### config.mk
export PLATFORM = sky130hd
export DESIGN_NAME = score_digit_renderer
export DESIGN_NICKNAME = d
export VERILOG_FILES = /design/src/rtl/score_digit_renderer_pkg.sv /design/src/rtl/score_digit_renderer_bin2bcd_seq.sv /design/src/rtl/score_digit_renderer.sv
export SDC_FILE = /design/constraint.sdc
export NUM_CORES = 1
export LEC_CHECK = 0
export BUFFER_PORTS_ARGS = -buffer_cell sky130_fd_sc_hd__clkbuf_2
export CAP_MARGIN = 0
export CORE_UTILIZATION = 46
export DETAILED_ROUTE_END_ITERATION = 10
export HOLD_SLACK_MARGIN = 0.08
export PLACE_DENSITY_LB_ADDON = 0.12
export SYNTH_ARGS = -nofsm -noshare
export SYNTH_HDL_FRONTEND = slang
export SYNTH_SLANG_ARGS = --single-unit
export TNS_END_PERCENT = 50
### constraint.sdc
create_clock -name clk -period 1.4 [get_ports clk]
set_input_delay 0 -clock clk [delete_from_list [all_inputs] [get_ports clk]]
set_output_delay 0 -clock clk [all_outputs]
set_load 0.02 [all_outputs]
### src/rtl/score_digit_renderer_pkg.sv
// Shared constants, converter state type and sizing helpers for the score
// digit renderer and its BCD converter.
package score_digit_renderer_pkg;

    localparam logic [3:0] BLANK_DIGIT = 4'd15;
    localparam int FONT_W = 8;
    localparam int FONT_H = 8;

    typedef enum logic [1:0] {
        IDLE,
        CONVERT,
        COMMIT
    } conv_state_e;

    function automatic int bcd_w(input int n);
        return 4 * n;
    endfunction

    function automatic longint unsigned max_decimal(input int n);
        longint unsigned p;
        p = 1;
        for (int i = 0; i < n; i++) begin
            p = p * 10;
        end
        return p - 1;
    endfunction

endpackage

### src/rtl/score_digit_renderer_bin2bcd_seq.sv
// Sequential shift-add-3 binary to BCD converter with saturation to all-9s.
// done is high for exactly the cycle in which bcd_out holds the final result.
module bin2bcd_seq
    import score_digit_renderer_pkg::*;
#(
    parameter int SCORE_W    = 14,
    parameter int NUM_DIGITS = 4
) (
    input  logic                             clk,
    input  logic                             rst_n,
    input  logic                             start,
    input  logic [SCORE_W-1:0]               score,
    output logic                             busy,
    output logic [bcd_w(NUM_DIGITS)-1:0]     bcd_out,
    output logic                             done
);

    localparam int BW = bcd_w(NUM_DIGITS);
    localparam int CW = $clog2(SCORE_W + 1);
    localparam longint unsigned MAX_SCORE = max_decimal(NUM_DIGITS);

    conv_state_e        state_reg;
    logic [BW-1:0]      bcd_reg;
    logic [BW-1:0]      bcd_adj;
    logic [BW-1:0]      all_nines;
    logic [SCORE_W-1:0] shift_reg;
    logic [CW-1:0]      cnt_reg;
    logic               busy_reg;
    logic               done_reg;
    logic               saturate;

    for (genvar gi = 0; gi < NUM_DIGITS; gi++) begin : g_nib
        assign bcd_adj[4*gi +: 4] = (bcd_reg[4*gi +: 4] >= 4'd5) ?
                                    bcd_reg[4*gi +: 4] + 4'd3 : bcd_reg[4*gi +: 4];
        assign all_nines[4*gi +: 4] = 4'd9;
    end

    assign saturate = 64'(score) > MAX_SCORE;

    always_ff @(posedge clk or negedge rst_n) begin
        if (!rst_n) begin
            state_reg <= IDLE;
            bcd_reg   <= '0;
            shift_reg <= '0;
            cnt_reg   <= '0;
            busy_reg  <= 1'b0;
            done_reg  <= 1'b0;
        end else begin
            case (state_reg)
                IDLE: begin
                    if (start) begin
                        busy_reg <= 1'b1;
                        if (saturate) begin
                            // Out-of-range scores skip conversion entirely.
                            bcd_reg   <= all_nines;
                            done_reg  <= 1'b1;
                            state_reg <= COMMIT;
                        end else begin
                            bcd_reg   <= '0;
                            shift_reg <= score;
                            cnt_reg   <= CW'(SCORE_W);
                            state_reg <= CONVERT;
                        end
                    end
                end
                CONVERT: begin
                    {bcd_reg, shift_reg} <= {bcd_adj, shift_reg} << 1;
                    cnt_reg <= cnt_reg - 1'b1;
                    if (cnt_reg == CW'(1)) begin
                        done_reg  <= 1'b1;
                        state_reg <= COMMIT;
                    end
                end
                COMMIT: begin
                    done_reg  <= 1'b0;
                    busy_reg  <= 1'b0;
                    state_reg <= IDLE;
                end
                default: state_reg <= IDLE;
            endcase
        end
    end

    assign busy    = busy_reg;
    assign bcd_out = bcd_reg;
    assign done    = done_reg;

endmodule

### src/rtl/score_digit_renderer.sv
// Score overlay: accepts a binary score, holds its BCD digits for display and
// runs a 2-stage pixel pipeline through an external combinational font ROM.
module score_digit_renderer
    import score_digit_renderer_pkg::*;
#(
    parameter int SCORE_W    = 14,
    parameter int NUM_DIGITS = 4,
    parameter int X0         = 16,
    parameter int Y0         = 16,
    parameter int SCALE_SH   = 1,
    parameter int LZ_BLANK   = 1
) (
    input  logic               clk,
    input  logic               rst_n,
    input  logic [SCORE_W-1:0] score_in,
    input  logic               score_valid,
    output logic               score_ready,
    input  logic               pix_valid_in,
    input  logic [9:0]         pixel_x,
    input  logic [9:0]         pixel_y,
    output logic [3:0]         rom_digit,
    output logic [2:0]         rom_row,
    input  logic [7:0]         rom_bitmap,
    output logic               pixel_on,
    output logic               pixel_valid
);

    localparam int BW    = bcd_w(NUM_DIGITS);
    localparam int GLYPH = FONT_W << SCALE_SH;
    localparam logic [10:0] FIELD_W = 11'(NUM_DIGITS * GLYPH);
    localparam logic [10:0] FIELD_H = 11'(FONT_H << SCALE_SH);
    localparam int DW = (NUM_DIGITS > 1) ? $clog2(NUM_DIGITS) : 1;

    logic          conv_busy;
    logic          conv_done;
    logic [BW-1:0] conv_bcd;
    logic [BW-1:0] display_reg;

    bin2bcd_seq #(
        .SCORE_W    (SCORE_W),
        .NUM_DIGITS (NUM_DIGITS)
    ) u_conv (
        .clk     (clk),
        .rst_n   (rst_n),
        .start   (score_valid),
        .score   (score_in),
        .busy    (conv_busy),
        .bcd_out (conv_bcd),
        .done    (conv_done)
    );

    assign score_ready = ~conv_busy;

    always_ff @(posedge clk or negedge rst_n) begin
        if (!rst_n) begin
            display_reg <= '0;
        end else if (conv_done) begin
            display_reg <= conv_bcd;
        end
    end

    // Glyph code per screen position; position 0 is the most significant digit.
    logic [3:0] glyph_code [NUM_DIGITS];
    for (genvar gi = 0; gi < NUM_DIGITS; gi++) begin : g_glyph
        logic lead_zero;
        assign lead_zero = (display_reg[BW-1 -: 4*(gi+1)] == '0);
        assign glyph_code[gi] = ((LZ_BLANK != 0) && (gi != NUM_DIGITS - 1) && lead_zero) ?
                                BLANK_DIGIT : display_reg[4*(NUM_DIGITS-1-gi) +: 4];
    end

    logic [9:0]    dx;
    logic [9:0]    dy;
    logic          in_field;
    logic [DW-1:0] dig_idx;
    logic [2:0]    row_sel;
    logic [2:0]    col_sel;
    logic [2:0]    col_reg;
    logic          s1_valid_reg;

    assign dx       = pixel_x - 10'(X0);
    assign dy       = pixel_y - 10'(Y0);
    assign in_field = (pixel_x >= 10'(X0)) && ({1'b0, dx} < FIELD_W) &&
                      (pixel_y >= 10'(Y0)) && ({1'b0, dy} < FIELD_H);
    assign dig_idx  = DW'(dx >> (SCALE_SH + 3));
    assign row_sel  = 3'(FONT_H - 1) - 3'(dy >> SCALE_SH);
    assign col_sel  = 3'(dx >> SCALE_SH);

    always_ff @(posedge clk or negedge rst_n) begin
        if (!rst_n) begin
            rom_digit    <= BLANK_DIGIT;
            rom_row      <= '0;
            col_reg      <= '0;
            s1_valid_reg <= 1'b0;
            pixel_on     <= 1'b0;
            pixel_valid  <= 1'b0;
        end else begin
            s1_valid_reg <= pix_valid_in;
            if (pix_valid_in) begin
                rom_digit <= in_field ? glyph_code[dig_idx] : BLANK_DIGIT;
                rom_row   <= row_sel;
                col_reg   <= col_sel;
            end else begin
                rom_digit <= BLANK_DIGIT;
            end
            // The ROM answers the blank code with zeros, so no extra gating.
            pixel_on    <= rom_bitmap[3'd7 - col_reg];
            pixel_valid <= s1_valid_reg;
        end
    end

endmodule

==> flow_summary_export.csv, run 1 <==
group,metric,value,unit
cells_and_area,fill_cells,506,
clocking,numCtsBuffers,9,
power_and_ir_drop,power_density,2130,mW/mm2
clocking,cts_tree,"done",
cells_and_area,num-nets-final,507,
floorplan,start_util,48.7,%
sta,max_freq,0.721,GHz
detailed_routing,firstDrtPassIters,4,
synthesis,synth_top_area_cell,"dfrtp_1",
synthesis,ys_ff_latch,67,
placement,placed_area,0.00403,mm2
synthesis,netlist_area,0.00340,mm2
sta,holdWs,0.0965,ns
critical_path,rrSetupSlack,0.01,ns
synthesis,synth_nets,372,
critical_path,cp-startpoint,"u_conv.bcd_out[9]$_DFFE_PN0P_",
power_and_ir_drop,p_leak,2.20,nW
clocking,ctsHtreeMaxLevel,3,
critical_path,crit_type,"reg2reg",
synthesis,synthXorXnorAreaFrac,2.32,%
sta,finalCriticalPeriod,1.39,ns
critical_path,r2r-start,"u_conv.bcd_out[9]$_DFFE_PN0P_",
clocking,cts.sinks,67,
critical_path,required,1.67,ns
clocking,cts_buffer_depth,2,
critical_path,endpoint_kind,"flop",
floorplan,rows,30,
floorplan,ios,56,
detailed_routing,ant_nets,0,
floorplan,die-area,0.00774,mm2
critical_path,start_kind,"flop",
global_route,grt_overflow_total,0,
synthesis,yosysUniqueCellTypes,48,
placement,dpl.cell_count,487,
floorplan,core,0.00698,mm2
critical_path,cp-endpoint,"u_conv.bcd_out[10]$_DFFE_PN0P_",
detailed_routing,drt-initial-drc-count,107,
synthesis,yosysTopAreaCellShare,46.4,%
global_route,antenna_found_initial,0,
synthesis,synth_cells,315,
synthesis,ys.flop_type,"dfrtp_1",
sta,hold_viol,0,
detailed_routing,routed_via_density,5.26,
sta,slew_headroom,65.7,%
cells_and_area,utilization,70.6,%
clocking,root_buffer,"clkbuf_8",
floorplan,die_x,88.0,um
detailed_routing,num_vias,2900,
detailed_routing,post_drt_wl_per_cell,14.2,um
synthesis,yosysWarningCount,0,
placement,hpwl,5000,um
synthesis,synthSimpleGateAreaFrac,12.0,%
floorplan,die_h,88.0,um
sta,slew_viol_final,0,
cells_and_area,area_delta_synth_final,45.1,%
synthesis,synth-compound-area-share,17.7,%
critical_path,crit_fanout,3,
synthesis,async_flop_share,100,%
cells_and_area,drive_gt1_share,42.2,%
synthesis,synth_area_leaders,"dfrtp_1, mux2_2, o22ai_1, ha_1, nor2_1",
status,outcome,"complete, no violations",
synthesis,muxShareOfSynthArea,10.1,%
power_and_ir_drop,peakVddDrop,1180,uV
clocking,clkLatencyLatePin,0.34,ns
clocking,clk_pin_slew,0.08,ns
placement,place_ws,-0.0430,ns
cells_and_area,final_area,0.00493,mm2
critical_path,r2r_end,"u_conv.bcd_out[10]$_DFFE_PN0P_",
global_route,grt_pass1_wl,12500,um
placement,routabilityCongestion,0.774,
sta,min_period_over_period,99.1,%
synthesis,synth_top_family_by_area,"compound AO/OA/AOI/OAI gates",
synthesis,synth_edf_count,0,
sta,timing.final.ws_setup,0.0125,ns
detailed_routing,drt_drc_violations_left,0,
critical_path,r2r_cells,6,
sta,clock_skew,0.00959,ns
global_route,grt_pass1_vias,2777,
cells_and_area,antenna_cells,0,
global_route,grt_max_degree,68,
sta,setup_viol,0,
job,cap_viol_max_count,0,
critical_path,crit_arrival,1.66,ns
placement,port_buffers,53,
detailed_routing,finalWirelength,7800,um
synthesis,synth_area_per_cell,10.8,um2
cells_and_area,stdcell_count,551,
global_route,track_usage,21.5,%
sta,rsz0062_at_grt,"yes",
min_path,hp-class,"in2reg",
synthesis,synthAdderAreaFrac,4.05,%
synthesis,ys_seq_area_share,49.5,%
sta,worst_pin_slew,0.514,ns
-- layout by cell type (no fill, tap or decap), drive strengths merged, types with 11 or more instances in the layout --
cell type and n:
ha 11, mux2 22, nor2 30, a21oi 17, o22ai 25, clkbuf 62
inv 21, nor3 13, dlygate4sd3 36, dfrtp 63, buf 49, o21ai 15
-- how the worst min path moves through the flow --
stage	startpoint	slack (ns)	cells past startpoint	end
global placement	rst_n	0.05	2	display_reg[12]$_DFFE_PN0P_
finish	rom_bitmap[1]	0.1	3	pixel_on$_DFF_PN0_
detailed placement	rst_n	0.05	2	display_reg[12]$_DFFE_PN0P_
global route	rom_bitmap[5]	0.09	3	pixel_on$_DFF_PN0_
floorplan	rst_n	-0.30	0	col_reg[0]$_DFFE_PN0P_
CTS	rom_bitmap[1]	0.08	3	pixel_on$_DFF_PN0_
-- stage by stage --
| step | power [mW] | TNS, ns |
|---|---|---|
| 2_1_floorplan | 6.19 | -0.000426 |
| 3_3_place_gp | 7.49 | -0.0616 |
| 3_5_place_dp | 7.60 | -0.206 |
| 4_1_cts | 9.86 | -0.0592 |
| 5_1_grt | 11.2 | -0.270 |
| 6_report | 10.5 | 0 |
-- cell families (layout without fill, tap and decap cells) --
logic type,count (synthesis),count (layout)
adders and majority gates,11,11
buffers and inverters,34,174
and+or+nand+nor,76,76
AOI/OAI and AO/OA,89,89
xor gates and xnor gates,9,9
DFF,67,67
muxes,29,29
-- per-layer routing --
metal | GRT usage (%) | wire length (um)
met2 | 36.2 | 3920
met3 | 4.43 | 261
met1 | 27.0 | 3560
met5 | 0 | 0
met4 | 8.94 | 63
-- final cells by class --
class                   instances  area [um2]  area share (%)
repair buffers                137        1020            20.6
clock inverters                 6         113            2.28
multi-input cells             214        1780            36.0
well taps                      96         120            2.44
clock buffers                  10         138            2.79
inverters                      21        81.3            1.65
flip-flops and latches         67        1690            34.2
-- where the power goes --
part	switching [mW]	internal (mW)	leakage, nW
Sequential	0.781	2.75	0.782
Clock	0.756	1.23	0.126
Combinational	2.26	2.72	1.29
Total	3.80	6.71	2.20
-- synth_stat cells, types with 2 or more instances --
cell type and instances:
nor2_1 30, o22a_1 4, nor3_1 13, a22o_1 2
buf_6 2, a211oi_1 5, mux2i_1 5, nand2b_1 5
mux4_2 2, o22ai_1 25, a2bb2oi_1 2, a221o_2 2
nand2_1 8, nor4_4 2, o21ai_0 14, a311oi_1 2
buf_2 5, a221oi_1 2, inv_1 20, clkbuf_1 5
dfrtp_1 63, xor2_1 4, xnor2_1 5, nand4_1 2
a22oi_1 5, nor3b_1 5, dfstp_2 4, nand3_1 5
mux2_2 22, ha_1 11, a21oi_1 17
-- timing repair --
item / CTS / global route
gates cloned: 0 / 1
hold endpoints to repair: 95 / 0
endpoints found under the setup margin: 12 / 37
buffers inserted: 1 / 10
hold buffers: 36 / 0
resized for setup: 8 / 41
pin swaps: 3 / 19
-- worst max-delay path, stage by stage (launching register included) --
cell and delay (ns):
dfrtp_1 0.39, inv_2 0.12, ha_4 0.17, nand2b_4 0.06, a21oi_4 0.17, mux2_4 0.31
o21ai_2 0.10
Note: power is estimated with default switching activity, not from simulation.
==> run 2: changes to the inputs <==
--- a/config.mk
+++ b/config.mk
@@ -7,10 +7,12 @@
 export LEC_CHECK = 0
 export BUFFER_PORTS_ARGS = -buffer_cell sky130_fd_sc_hd__clkbuf_2
 export CAP_MARGIN = 0
+export CORE_ASPECT_RATIO = 0.7
 export CORE_UTILIZATION = 46
 export DETAILED_ROUTE_END_ITERATION = 10
 export HOLD_SLACK_MARGIN = 0.08
 export PLACE_DENSITY_LB_ADDON = 0.12
+export SLEW_MARGIN = 5
 export SYNTH_ARGS = -nofsm -noshare
 export SYNTH_HDL_FRONTEND = slang
 export SYNTH_SLANG_ARGS = --single-unit
==> constraint.sdc (replaced) <==
create_clock -name clk -period 1.6 [get_ports clk]
set_input_delay 0 -clock clk [delete_from_list [all_inputs] [get_ports clk]]
set_output_delay 0 -clock clk [all_outputs]
set_load 0.02 [all_outputs]
==> flow_summary_export.csv, run 2 (synthesis gave the netlist of run 1 again) <==
group,metric,value,unit
sta,clock_skew,0.00736,ns
floorplan,core,0.00694,mm2
placement,port_buffers,53,
detailed_routing,routed_via_density,5.50,
sta,fin_setup_tns,0,ns
critical_path,crit_fanout,4,
critical_path,start_kind,"primary input",
cells_and_area,layout_commonest_cell,"dfrtp_1",
sta,holdWs,0.100,ns
sta,finalCriticalPeriod,1.58,ns
clocking,cts_buffer_depth,2,
global_route,grt_max_degree,29,
floorplan,start_util,48.9,%
sta,max_freq,0.633,GHz
floorplan,ios,56,
clocking,clk_pin_slew,0.07,ns
clocking,ctsHtreeMaxLevel,3,
critical_path,required,1.87,ns
detailed_routing,firstDrtPassIters,4,
placement,routabilityCongestion,0.795,
critical_path,crit_type,"in2reg",
global_route,grt_pass1_vias,2746,
min_path,hold_depth,3,
cells_and_area,final_cell_mix,"dfrtp_1, clkbuf_2, dlygate4sd3_1",
sta,worst_pin_slew,0.467,ns
critical_path,path_cells,"dlygate4sd3_1, clkbuf_2, nor2_1, dlygate4sd3_1, nand4_1, a221o_2",
floorplan,die_h,73.9,um
power_and_ir_drop,peakVddDrop,966,uV
global_route,track_usage,23.0,%
critical_path,cpPeakStageDelay,0.57,ns
power_and_ir_drop,power_density,1740,mW/mm2
sta,min_period_over_period,98.8,%
critical_path,path_common_cell,"dlygate4sd3_1",
critical_path,path_buf_inv,3,
placement,hpwl,5520,um
sta,slew_viol_final,0,
floorplan,die_x,105,um
cells_and_area,area_delta_synth_final,31.3,%
critical_path,r2r-start,"u_conv.bcd_out[1]$_DFFE_PN0P_",
clocking,cts_tree,"done",
global_route,grt_pass1_wl,13400,um
critical_path,worst-path-stages,6,
job,cap_viol_max_count,0,
detailed_routing,drt-initial-drc-count,175,
min_path,hp-class,"in2reg",
critical_path,endpoint_kind,"flop",
detailed_routing,num_vias,2885,
detailed_routing,finalWirelength,8040,um
clocking,cts.sinks,67,
power_and_ir_drop,p_leak,2.01,nW
detailed_routing,drt_drc_violations_left,0,
floorplan,rows,25,
power_and_ir_drop,p_total,7.76,mW
sta,hold_viol,0,
critical_path,crit_path_top_delay_cell,"dlygate4sd3_1",
cells_and_area,num-nets-final,483,
cells_and_area,drive_gt1_share,32.0,%
global_route,antenna_found_initial,0,
floorplan,die-area,0.00774,mm2
status,outcome,"complete, no violations",
clocking,clkLatencyLatePin,0.35,ns
detailed_routing,post_drt_wl_per_cell,15.3,um
clocking,numCtsBuffers,9,
cells_and_area,antenna_cells,0,
critical_path,r2r_cells,6,
placement,placed_area,0.00391,mm2
sta,setup_viol,0,
critical_path,crit_family,"buffers and inverters",
min_path,min_from,"rom_bitmap[0]",
global_route,grt_overflow_total,0,
sta,slew_headroom,68.8,%
critical_path,cp-startpoint,"pixel_y[9]",
clocking,root_buffer,"clkbuf_8",
detailed_routing,ant_nets,0,
critical_path,crit_arrival,1.85,ns
cells_and_area,final_area,0.00446,mm2
## run 2: routing by layer
layer / share of wire, % / vias up / wire length (um) / global-route usage [%]
li1: - / 1385 / - / -
met1: 50 / 1403 / 4000 / 32.8
met2: 44 / 85 / 3510 / 33.3
met3: 5.1 / 12 / 411 / 7.72
met4: 1.5 / 0 / 118 / 6.89
met5: 0 / - / 0 / 0
## run 2: report_power, final
part	internal, mW	leakage [nW]	switching [mW]	total (mW)
clock network	0.547	0.0856	0.632	1.18
registers	2.41	0.787	0.689	3.09
logic	1.79	1.14	1.70	3.49
total	4.74	2.01	3.02	7.76
## run 2: path summary, 6_finish.rpt
| check | end | slack, ns |
|---|---|---|
| max in group asynchronous | display_reg[1]$_DFFE_PN0P_ | 0.80 |
| hold reg to reg | pixel_valid$_DFF_PN0_ | 0.35 |
| setup / recovery | rom_digit[3]$_DFF_PN1_ | 0.02 |
| hold / removal | pixel_on$_DFF_PN0_ | 0.10 |
| setup reg to reg | u_conv.bcd_out[2]$_DFFE_PN0P_ | 0.08 |
| min in group asynchronous | u_conv.cnt_reg[1]$_DFFE_PN0P_ | 0.12 |
## run 2: final cells by class
type	count	area (um2)
Clock buffer	10	128
Tap cell	94	118
Multi-Input combinational cell	214	1580
Clock inverter	6	32.5
Timing Repair Buffer	113	841
Fill cell	572	2480
Sequential cell	67	1680
Inverter	21	78.8
## run 2: metrics by stage
stage	setup slack, ns	utilization (%)	instances
after global routing	-0.00150	64.3	525
after global placement	0.0977	56.4	471
after floorplan	0.0932	-	315
after CTS	0.0216	63.8	522
final	0.0190	64.3	525
after detailed placement	-0.0499	56.4	471
## run 2: repair_timing
action | 4_1_cts | 5_1_grt
gates resized for setup | 2 | 6
endpoints found under the setup margin | 1 | 6
endpoints found under the hold margin | 74 | 0
hold buffers | 35 | 0
setup buffers | 0 | 3
pin swaps | 0 | 1
## run 2: worst min-delay path: cells and delay by family
family | cells | cell delay [ns]
multiplexers | 2 | 0.34
buffers and inverters | 1 | 0.07
